`config.mk`:
```
export PLATFORM = sky130hd
export DESIGN_NAME = uart_rx
export DESIGN_NICKNAME = d
export VERILOG_FILES = /design/src/rtl/uart_rx.sv
export SDC_FILE = /design/constraint.sdc
export NUM_CORES = 1
export LEC_CHECK = 0
export CORE_MARGIN = 8
export CORE_UTILIZATION = 50
export DETAILED_ROUTE_END_ITERATION = 10
export PLACE_DENSITY = 0.8
export SYNTH_ARGS = -nofsm -noshare
export SYNTH_HDL_FRONTEND = slang
export SYNTH_SLANG_ARGS = --single-unit
```
`constraint.sdc`:
```
create_clock -name clk -period 4.1 [get_ports clk]
set_clock_uncertainty 0.15 [all_clocks]
set_input_delay 0.82 -clock clk [delete_from_list [all_inputs] [get_ports clk]]
set_output_delay 0.82 -clock clk [all_outputs]
set_load 0.01 [all_outputs]
```
`src/rtl/uart_rx.sv`:
```
// uart_rx: synchronized UART receiver; start, DATA_SIZE data bits LSB first, even parity, stop.
// Define UART_RX_PARITY_CHECK_EN to check the parity bit; otherwise parity_err stays 0.
module uart_rx #(
    parameter int CLKS_PER_BIT = 5,   // legal: >= 3
    parameter int DATA_SIZE    = 8    // legal: 1..10
) (
    input  logic       clk,
    input  logic       reset,
    input  logic       rx,
    output logic [9:0] data,
    output logic       valid,
    output logic       parity_err,
    output logic       frame_err,
    output logic       busy
);

    localparam int               CNT_W    = $clog2(CLKS_PER_BIT);
    localparam logic [CNT_W-1:0] CNT_LAST = CNT_W'(CLKS_PER_BIT - 1);
    localparam logic [CNT_W-1:0] CNT_HALF = CNT_W'((CLKS_PER_BIT - 1) / 2);
    localparam logic [3:0]       IDX_LAST = 4'(DATA_SIZE - 1);

    typedef enum logic [2:0] {
        IDLE,
        START,
        DATA,
        PARITY,
        STOP,
        BREAK
    } state_e;

    state_e           state_q, state_d;
    logic             rx_meta_q, rxs_q;
    logic [CNT_W-1:0] cnt_q, cnt_d;
    logic [3:0]       bit_idx_q, bit_idx_d;
    logic [9:0]       shift_q, shift_d;
    logic [9:0]       data_q, data_d;
    logic             valid_q, valid_d;
    logic             parity_err_q, parity_err_d;
    logic             frame_err_q, frame_err_d;
    logic             busy_q, busy_d;
`ifdef UART_RX_PARITY_CHECK_EN
    logic             par_bit_q, par_bit_d;
`endif

    always_comb begin
        // NOTE: every signal written here gets a default first, so no path can infer a latch.
        state_d      = state_q;
        cnt_d        = cnt_q + 1'b1;
        bit_idx_d    = bit_idx_q;
        shift_d      = shift_q;
        data_d       = data_q;
        valid_d      = 1'b0;
        parity_err_d = parity_err_q;
        frame_err_d  = frame_err_q;
`ifdef UART_RX_PARITY_CHECK_EN
        par_bit_d    = par_bit_q;
`endif

        unique case (state_q)
            IDLE: begin
                // The detect cycle is the first cycle of the start bit, so the count
                // leaves here at 1 and CNT_HALF lands on the start-bit centre.
                if (!rxs_q) begin
                    state_d = START;
                end else begin
                    cnt_d = '0;
                end
            end

            START: begin
                if (cnt_q == CNT_HALF) begin
                    cnt_d = '0;
                    if (!rxs_q) begin
                        state_d   = DATA;
                        bit_idx_d = '0;
                        shift_d   = '0;
                    end else begin
                        state_d = IDLE;
                    end
                end
            end

            DATA: begin
                if (cnt_q == CNT_LAST) begin
                    cnt_d            = '0;
                    shift_d[bit_idx_q] = rxs_q;
                    if (bit_idx_q == IDX_LAST) begin
                        state_d = PARITY;
                    end else begin
                        bit_idx_d = bit_idx_q + 1'b1;
                    end
                end
            end

            PARITY: begin
                if (cnt_q == CNT_LAST) begin
                    cnt_d   = '0;
                    state_d = STOP;
`ifdef UART_RX_PARITY_CHECK_EN
                    par_bit_d = rxs_q;
`endif
                end
            end

            STOP: begin
                if (cnt_q == CNT_LAST) begin
                    cnt_d       = '0;
                    data_d      = shift_q;
                    valid_d     = 1'b1;
                    frame_err_d = !rxs_q;
`ifdef UART_RX_PARITY_CHECK_EN
                    parity_err_d = par_bit_q ^ (^shift_q);
`else
                    parity_err_d = 1'b0;
`endif
                    state_d = rxs_q ? IDLE : BREAK;
                end
            end

            BREAK: begin
                cnt_d = '0;
                if (rxs_q) begin
                    state_d = IDLE;
                end
            end

            default: begin
                cnt_d   = '0;
                state_d = IDLE;
            end
        endcase

        busy_d = state_d inside {DATA, PARITY, STOP, BREAK};
    end

    always_ff @(posedge clk) begin
        if (!reset) begin
            rx_meta_q    <= 1'b1;
            rxs_q        <= 1'b1;
            state_q      <= IDLE;
            cnt_q        <= '0;
            bit_idx_q    <= '0;
            shift_q      <= '0;
            data_q       <= '0;
            valid_q      <= 1'b0;
            parity_err_q <= 1'b0;
            frame_err_q  <= 1'b0;
            busy_q       <= 1'b0;
`ifdef UART_RX_PARITY_CHECK_EN
            par_bit_q    <= 1'b0;
`endif
        end else begin
            // NOTE: non-blocking so the synchronizer shifts one stage per clock and
            // every flop sees the pre-edge value of its neighbours.
            rx_meta_q    <= rx;
            rxs_q        <= rx_meta_q;
            state_q      <= state_d;
            cnt_q        <= cnt_d;
            bit_idx_q    <= bit_idx_d;
            shift_q      <= shift_d;
            data_q       <= data_d;
            valid_q      <= valid_d;
            parity_err_q <= parity_err_d;
            frame_err_q  <= frame_err_d;
            busy_q       <= busy_d;
`ifdef UART_RX_PARITY_CHECK_EN
            par_bit_q    <= par_bit_d;
`endif
        end
    end

    assign data       = data_q;
    assign valid      = valid_q;
    assign parity_err = parity_err_q;
    assign frame_err  = frame_err_q;
    assign busy       = busy_q;

    // A frame can never complete on two consecutive cycles.
    property p_valid_single;
        @(posedge clk) disable iff (!reset) valid_q |=> !valid_q;
    endproperty
    assert property (p_valid_single);

    property p_idle_not_busy;
        @(posedge clk) disable iff (!reset) (state_q == IDLE) |-> !busy_q;
    endproperty
    assert property (p_idle_not_busy);

endmodule

```
==> results.yml, run 1 <==
status:
  status: "finished, final reports clean"
clock_tree:
  cts_buffers: 5
  cts_tree: "yes"
  cts.sinks: 35
  cts_buffer_depth: 2
  htree_levels: 2
  hold_buffers: 0
  cts_resized: 0
  insertion_delay_ps: 350
  root_buffer: "clkbuf_4"
  clk_pin_slew_ps: 100
  cts_setup_buffers: 0
floorplan:
  io_pins: 17
  core_sq_mm: 0.00308
  initial_core_util: 0.526
  die-area_sq_mm: 0.00531
  dieHeight_um: 72.9
  dieWidth_um: 72.9
  core.rowCount: 20
detailed_routing:
  vias_per_cell: 5.53
  wl_per_cell_um: 13.6
  num_vias: 1382
  drt_first_pass_iters: 4
  drtAntennaViolNets: 0
  drt_iter0_markers: 78
  drc: 0
  wl_um: 3400
power:
  p_leak_uw: 0.000652
  power_density_mw_per_mm2: 300
  vdd_drop_max_uv: 143
critical_path:
  crit_slowest_cell: "or4b_2"
  worst-path-max-fanout: 20
  worst_setup_path_start_kind: "primary input"
  crit_start: "reset"
  crit_required_ps: 4210
  rr_worst_depth: 6
  r2r_start: "cnt_q[0]"
  critPathCaptureType: "flop"
  worstPathArrival_ps: 2520
  crit_chain: "clkdlybuf4s50_1, buf_4, inv_1, or4b_2, o31ai_1"
  crit_path_max_incr_delay_ps: 680
  critPathKind: "primary input to flop"
logic_synthesis:
  avgSynthCellArea_sq_um: 8.30
  post_synth_num_cell_types: 42
  yosysSeqAreaShare: 0.433
  synth.top_cell.area_share: 0.433
  synth-edff-count: 0
  synth-async-reset-ratio: 0
  synth_area_sq_mm: 0.00162
  synth_seq_cells: 35
  synthTopCellsByArea: "dfxtp_1, nand2_1, a21oi_1"
  synth-main-ff-cell: "dfxtp_1"
  syn_inst: 195
  synth_top_cell_by_area: "dfxtp_1"
  yosys_warnings: 0
  synth_fp_nets: 205
timing:
  post-route-min-period_ps: 2410
  finalMaxSlewViolations: 0
  worst_pin_slew_ps: 1130
  finalHoldWorstSlack_ps: 272
  min_period_over_period: 0.588
  setup_tns_ps: 0
  slew_headroom: 0.238
  rsz0062_at_grt: "no"
  hold_viol: 0
  max_freq_mhz: 415
  finalSetupViolCount: 0
global_route:
  grt_use_total: 0.141
  grt_max_degree: 21
  grt_overflow: 0
  grt_pass1_vias: 1354
  grt_pass1_wl_um: 5910
  antenna_found_initial: 0
cells_and_area:
  diodes: 0
  nNetsFinal: 215
  fill_cells: 279
  syn2layout_area_growth_pct: 12.2
  layout-drive-gt1-share: 0.0631
place:
  hpwl_um: 2500
  portBuffers: 15
  gp_routability_congestion: 0.859
worst_hold_path:
  hp-class: "flop to flop"
  min-delay-start: "rx_meta_q"
  hold_depth: 1
flow_run:
  max_cap_viol_count: 0
==> cell families after synthesis <==
family,count (synthesis),share of synthesized area
buf+inv,19,0.0557
fa+ha+maj,7,0.0541
compound gates,50,0.203
xor+xnor,2,0.0108
simple gates,81,0.241
flops,35,0.433
other cells,1,0.00232
==> routing by layer <==
layer  GRT usage  part of all wire
met3      0.0453             0.078
met4      0.0844             0.024
met5           0                 0
met1       0.160              0.44
met2       0.226              0.46
==> layout make-up <==
class / count / area [sq um] / share of cell area
clock buffers: 5 / 37.5 / 0.0207
repair buffers: 16 / 158 / 0.0868
flip-flops and latches: 35 / 701 / 0.386
well taps: 44 / 55.1 / 0.0303
clock inverters: 3 / 15.0 / 0.00827
multi-input cells: 141 / 827 / 0.456
inverters: 6 / 22.5 / 0.0124
==> registers in the layout (all words and copies together), names as in the netlist <==
signal,count
rx_meta_q,1
frame_err,1
cnt_q,3
state_q,3
bit_idx_q,4
data,10
valid,1
rxs_q,1
shift_q,10
busy,1
==> worst paths after layout <==
| check | slack (ps) | to |
|---|---|---|
| max | 1690 | state_q[0] |
| min | 270 | rxs_q |
| max reg2reg | 1720 | frame_err |
| min reg2reg | 270 | rxs_q |
==> through the flow <==
step	instance area [sq um]	instances	util	total power, uW	setup slack [ps]
floorplan	1620	195	-	365	1970
global placement	1760	242	0.573	369	1380
detailed placement	1760	242	0.573	370	1340
CTS	1820	250	0.590	548	1710
global route	1820	250	0.590	565	1340
finish	1820	250	0.590	544	1690
==> placed cells by master, fill, tap and decap left out, drive strengths merged, types with 2 or more instances in the layout <==
cell type,instances
a21oi,23
and3,3
clkbuf,5
clkdlybuf4s50,15
clkinv,3
dfxtp,35
ha,7
inv,6
nand2,37
nand2b,4
nand3,2
nand3b,3
nor2,13
nor2b,2
nor3,5
o21ai,4
o22ai,3
o2bb2ai,7
o31ai,3
or3,4
==> critical path: cells and delay by family <==
kind / cells / cell delay [ps]
AO/OA/AOI/OAI: 1 / 80
AND/OR/NAND/NOR: 1 / 680
buffers and inverters: 3 / 930
==> where the power goes <==
group	total, uW	internal [uW]	leakage, uW	switching, uW
logic	17.8	7.12	0.000335	10.7
clock network	182	63.7	0.0000347	118
registers	344	342	0.000283	2.41
total	544	413	0.000652	131
==> synth_stat cells, types with 2 or more instances <==
cell,instances
buf_4,2
buf_2,3
o2bb2ai_1,7
nor2b_1,2
nand3b_1,3
nand2_1,37
nor2_1,13
ha_1,7
nand2b_1,4
and3_1,3
clkbuf_1,7
a21oi_1,23
nand3_1,2
dfxtp_1,35
nor3_1,5
o22ai_1,3
or3_1,4
o21ai_0,4
o31ai_1,3
inv_1,6
(Power assumes the default switching activity.)
==> inputs of run 2 (changes only) <==
- clock period: 4.1 -> 2.3 ns (I/O delays scaled with it)
==> run 2 against run 1 <==
Critical path depth is 1 lower. Worst setup slack worse by 1600 ps. Worst hold slack better by 0.89 ps. Wire length is 4.1% lower. Via count is 0.43% lower. Critical endpoint is now bit_idx_q[3]. Largest cell class unchanged.
==> results.yml, run 2 (synthesis gave the netlist of run 1 again) <==
worst_hold_path:
  hp-class: "flop to flop"
global_route:
  grt_overflow: 0
  grt_use_total: 0.134
  antenna_found_initial: 0
  grt_max_degree: 17
  grt_pass1_wl_um: 5640
  grt_pass1_vias: 1339
clock_tree:
  hold_buffers: 0
  cts_setup_buffers: 0
  cts_buffers: 5
  cts_tree: "yes"
  cts_resized: 0
  insertion_delay_ps: 340
  cts.sinks: 35
  root_buffer: "clkbuf_4"
  htree_levels: 2
  clk_pin_slew_ps: 100
  cts_buffer_depth: 2
critical_path:
  rr_worst_depth: 4
  worst-path-max-fanout: 16
  critPathCaptureType: "flop"
  worstPathArrival_ps: 2310
  r2r_start: "state_q[0]"
  worst_setup_path_start_kind: "flop"
  reg2reg_to: "bit_idx_q[3]"
  timing.reg2reg.setup_slack_ps: 120
  critPathKind: "flop to flop"
  crit_start: "state_q[0]"
  crit_required_ps: 2430
  crit_end: "bit_idx_q[3]"
flow_run:
  max_cap_viol_count: 0
place:
  place_ws_ps: 134
  post_dp_cell_area_sq_mm: 0.00179
  gp_routability_congestion: 0.857
  portBuffers: 15
  hpwl_um: 2440
floorplan:
  dieHeight_um: 72.9
  core_sq_mm: 0.00308
  initial_core_util: 0.526
  dieWidth_um: 72.9
  io_pins: 17
  die-area_sq_mm: 0.00531
  core.rowCount: 20
cells_and_area:
  final_common_cell: "nand2_1"
  final_area_sq_mm: 0.00185
  nNetsFinal: 219
  diodes: 0
  layout-drive-gt1-share: 0.0766
  syn2layout_area_growth_pct: 14.3
  fill_cells: 303
  final_cell_mix: "nand2_1, dfxtp_1, a21oi_1"
detailed_routing:
  num_vias: 1376
  vias_per_cell: 5.44
  wl_um: 3260
  wl_per_cell_um: 12.9
  drc: 0
  drt_first_pass_iters: 4
  drtAntennaViolNets: 0
  drt_iter0_markers: 82
timing:
  post-route-min-period_ps: 2180
  min_period_over_period: 0.949
  rsz0062_at_grt: "no"
  setup_tns_ps: 0
  worst_slack_ps: 118
  finalSetupViolCount: 0
  hold_viol: 0
  finalMaxSlewViolations: 0
  slew_headroom: 0.630
  max_freq_mhz: 458
  worst_pin_slew_ps: 547
power:
  vdd_drop_max_uv: 338
  p_leak_uw: 0.000670
  power_density_mw_per_mm2: 535
  power.total_uw: 990
status:
  status: "finished, final reports clean"
## run 2: cell types whose count changed in the layout (fill, tap and decap cells not counted), sizes merged
cell / change
clkinv: -2
clkbuf: +1
buf: +4
## run 2: layout make-up
| cell class | count | area [sq um] | area share |
|---|---|---|---|
| Inverter | 6 | 22.5 | 0.0122 |
| Clock buffer | 6 | 51.3 | 0.0277 |
| Multi-Input combinational cell | 141 | 827 | 0.447 |
| Timing Repair Buffer | 20 | 188 | 0.101 |
| Sequential cell | 35 | 701 | 0.379 |
| Tap cell | 44 | 55.1 | 0.0298 |
| Clock inverter | 1 | 5.00 | 0.00271 |
## run 2: routing by layer
| layer | GRT usage | wire length (um) |
|---|---|---|
| met1 | 0.139 | 1350 |
| met2 | 0.232 | 1580 |
| met3 | 0.0330 | 221 |
| met4 | 0.0956 | 104 |
| met5 | 0 | 0 |
## run 2: worst min-delay path by stage
stage,startpoint,endpoint,slack (ps),cells after the start
after detailed placement,rx_meta_q,rxs_q,260,1
after global routing,rx_meta_q,rxs_q,280,1
after CTS,rx_meta_q,rxs_q,280,1
after floorplan,rx_meta_q,rxs_q,240,1
final,rx_meta_q,rxs_q,270,1
after global placement,rx_meta_q,rxs_q,240,1
## run 2: report_power, final
part           internal (uW)  total, uW  switching [uW]  leakage, uW
logic                   15.0       35.3            20.3     0.000354
clock network            141        340             199    0.0000341
registers                609        614            4.81     0.000283
## run 2: through the flow
step | std cells | hold WS (ps) | util
floorplan | 195 | 236 | -
detailed placement | 246 | 257 | 0.583
global placement | 246 | 243 | 0.583
finish | 253 | 273 | 0.601
CTS | 253 | 277 | 0.601
global route | 253 | 277 | 0.601
## run 2: worst max-delay path, cell delays in order, from the launching register on
cell and delay, ps:
dfxtp_1 530, nor4b_1 510, o2bb2a_4 260, or4_1 520, a21oi_1 140
==> inputs of run 3 (changes only) <==
- CAP_MARGIN: not set -> 20
- CORE_MARGIN: 8 -> 1.5
==> run 3 against run 2 <==
Wire length is 4.5% lower. Global-route usage is 6.5 points higher. Combinational power hardly changed. Non-clock buffer count stayed put. Sequential cell count stayed put.
==> results.yml, run 3 (synthesis gave the netlist of run 1 again) <==
cells_and_area:
  final_cell_mix: "nand2_1, dfxtp_1, a21oi_1"
  final_common_cell: "nand2_1"
  layout-drive-gt1-share: 0.0810
  syn2layout_area_growth_pct: 14.1
  diodes: 0
  fin_cells: 254
  nNetsFinal: 219
status:
  status: "finished, final reports clean"
detailed_routing:
  drt_iter0_markers: 74
  drc: 0
  drtAntennaViolNets: 0
  wl_per_cell_um: 12.2
  drt_first_pass_iters: 4
  num_vias: 1389
  vias_per_cell: 5.47
  wl_um: 3110
clock_tree:
  clk_pin_slew_ps: 110
  cts_buffers: 5
  htree_levels: 2
  cts_resized: 0
  root_buffer: "clkbuf_4"
  cts.sinks: 35
  insertion_delay_ps: 350
  cts_buffer_depth: 2
  cts_tree: "yes"
  cts_setup_buffers: 0
  hold_buffers: 0
critical_path:
  timing.reg2reg.setup_slack_ps: 120
  reg2reg_to: "bit_idx_q[3]"
  worstPathArrival_ps: 2310
  critPathKind: "flop to flop"
  r2r_start: "state_q[1]"
  worst-path-max-fanout: 16
  worst_setup_path_start_kind: "flop"
  crit_chain: "or3b_1, o2bb2a_4, or4_1, a21oi_1"
  crit_path_max_incr_delay_ps: 520
  critPathCaptureType: "flop"
  rr_worst_depth: 4
  crit_slowest_cell: "or4_1"
  crit_required_ps: 2420
worst_hold_path:
  min-delay-start: "rx_meta_q"
  hold_path_end: "rxs_q"
  hold_depth: 1
  hp-class: "flop to flop"
power:
  pwr-share-clk: 0.331
  power_density_mw_per_mm2: 526
  sw_frac_of_total: 0.240
  internal-power_uw: 738
  comb_power_share: 0.036
  vdd_drop_max_uv: 304
  seqPwrFrac: 0.633
  p_leak_uw: 0.000671
  p_sw_uw: 233
timing:
  min_period_over_period: 0.948
  hold_viol: 0
  post-route-min-period_ps: 2180
  rsz0062_at_grt: "no"
  finalMaxSlewViolations: 0
  max_freq_mhz: 458
  setup_tns_ps: 0
  finalSetupViolCount: 0
global_route:
  grt_overflow: 0
  antenna_found_initial: 0
  grt_pass1_vias: 1174
  grt_max_degree: 17
  grt_pass1_wl_um: 5270
  grt_use_total: 0.199
place:
  hpwl_um: 2260
  gp_routability_congestion: 0.810
  dp.cells: 246
  portBuffers: 15
floorplan:
  die-area_sq_mm: 0.00359
  dieHeight_um: 59.9
  dieWidth_um: 59.9
  initial_core_util: 0.530
  core.rowCount: 20
  io_pins: 17
  core_sq_mm: 0.00305
flow_run:
  max_cap_viol_count: 0
-- run 3: cell types whose count changed in the layout (fill, tap and decap cells not counted) --
cell,change
clkinv_2,+2
clkbuf_8,-1
-- run 3: routing by layer --
metal | up-vias | track usage | share of wire
met4 | 0 | 0.117 | 0.024
met2 | 34 | 0.321 | 0.49
met3 | 7 | 0.0519 | 0.035
li1 | 702 | - | -
met1 | 646 | 0.236 | 0.45
met5 | - | 0 | 0
-- run 3: layout make-up --
class | count | area (sq um)
timing repair buffer | 20 | 188
clock inverter | 3 | 15.0
tap | 44 | 55.1
sequential | 35 | 701
multi-input combinational | 141 | 827
inverter | 6 | 22.5
clock buffer | 5 | 37.5
fill | 278 | 1210
-- run 3: critical path, delay by kind of cell (launching register included) --
| family | cells | cell delay [ps] |
|---|---|---|
| compound gates | 2 | 480 |
| flops | 1 | 480 |
| simple gates | 2 | 1000 |
-- run 3: per-stage QoR --
step                      instance area (sq um)  power [uW]  setup slack, ps  hold WS, ps   util
after floorplan                            1620         651              252          236      -
final                                      1850         971              119          265  0.605
after CTS                                  1850         979              130          269  0.605
after global routing                       1850        1010             31.8          275  0.605
after global placement                     1790         661              188          242  0.587
after detailed placement                   1790         663              111          251  0.587
-- run 3: power by group through the flow --
stage	clock network (uW)	logic (uW)	registers [uW]
after floorplan	0	25.7	625
after global placement	0	33.2	627
after detailed placement	0	35.0	628
after CTS	329	35.2	614
after global routing	357	39.3	615
final	321	35.4	614
-- run 3: worst max path at each step --
stage | startpoint | slack (ps) | endpoint
2_1_floorplan | state_q[1] | 250 | bit_idx_q[3]
3_3_place_gp | reset | 190 | shift_q[2]
3_5_place_dp | reset | 110 | shift_q[1]
4_1_cts | state_q[1] | 130 | bit_idx_q[3]
5_1_grt | state_q[0] | 30 | bit_idx_q[3]
6_report | state_q[1] | 120 | bit_idx_q[3]
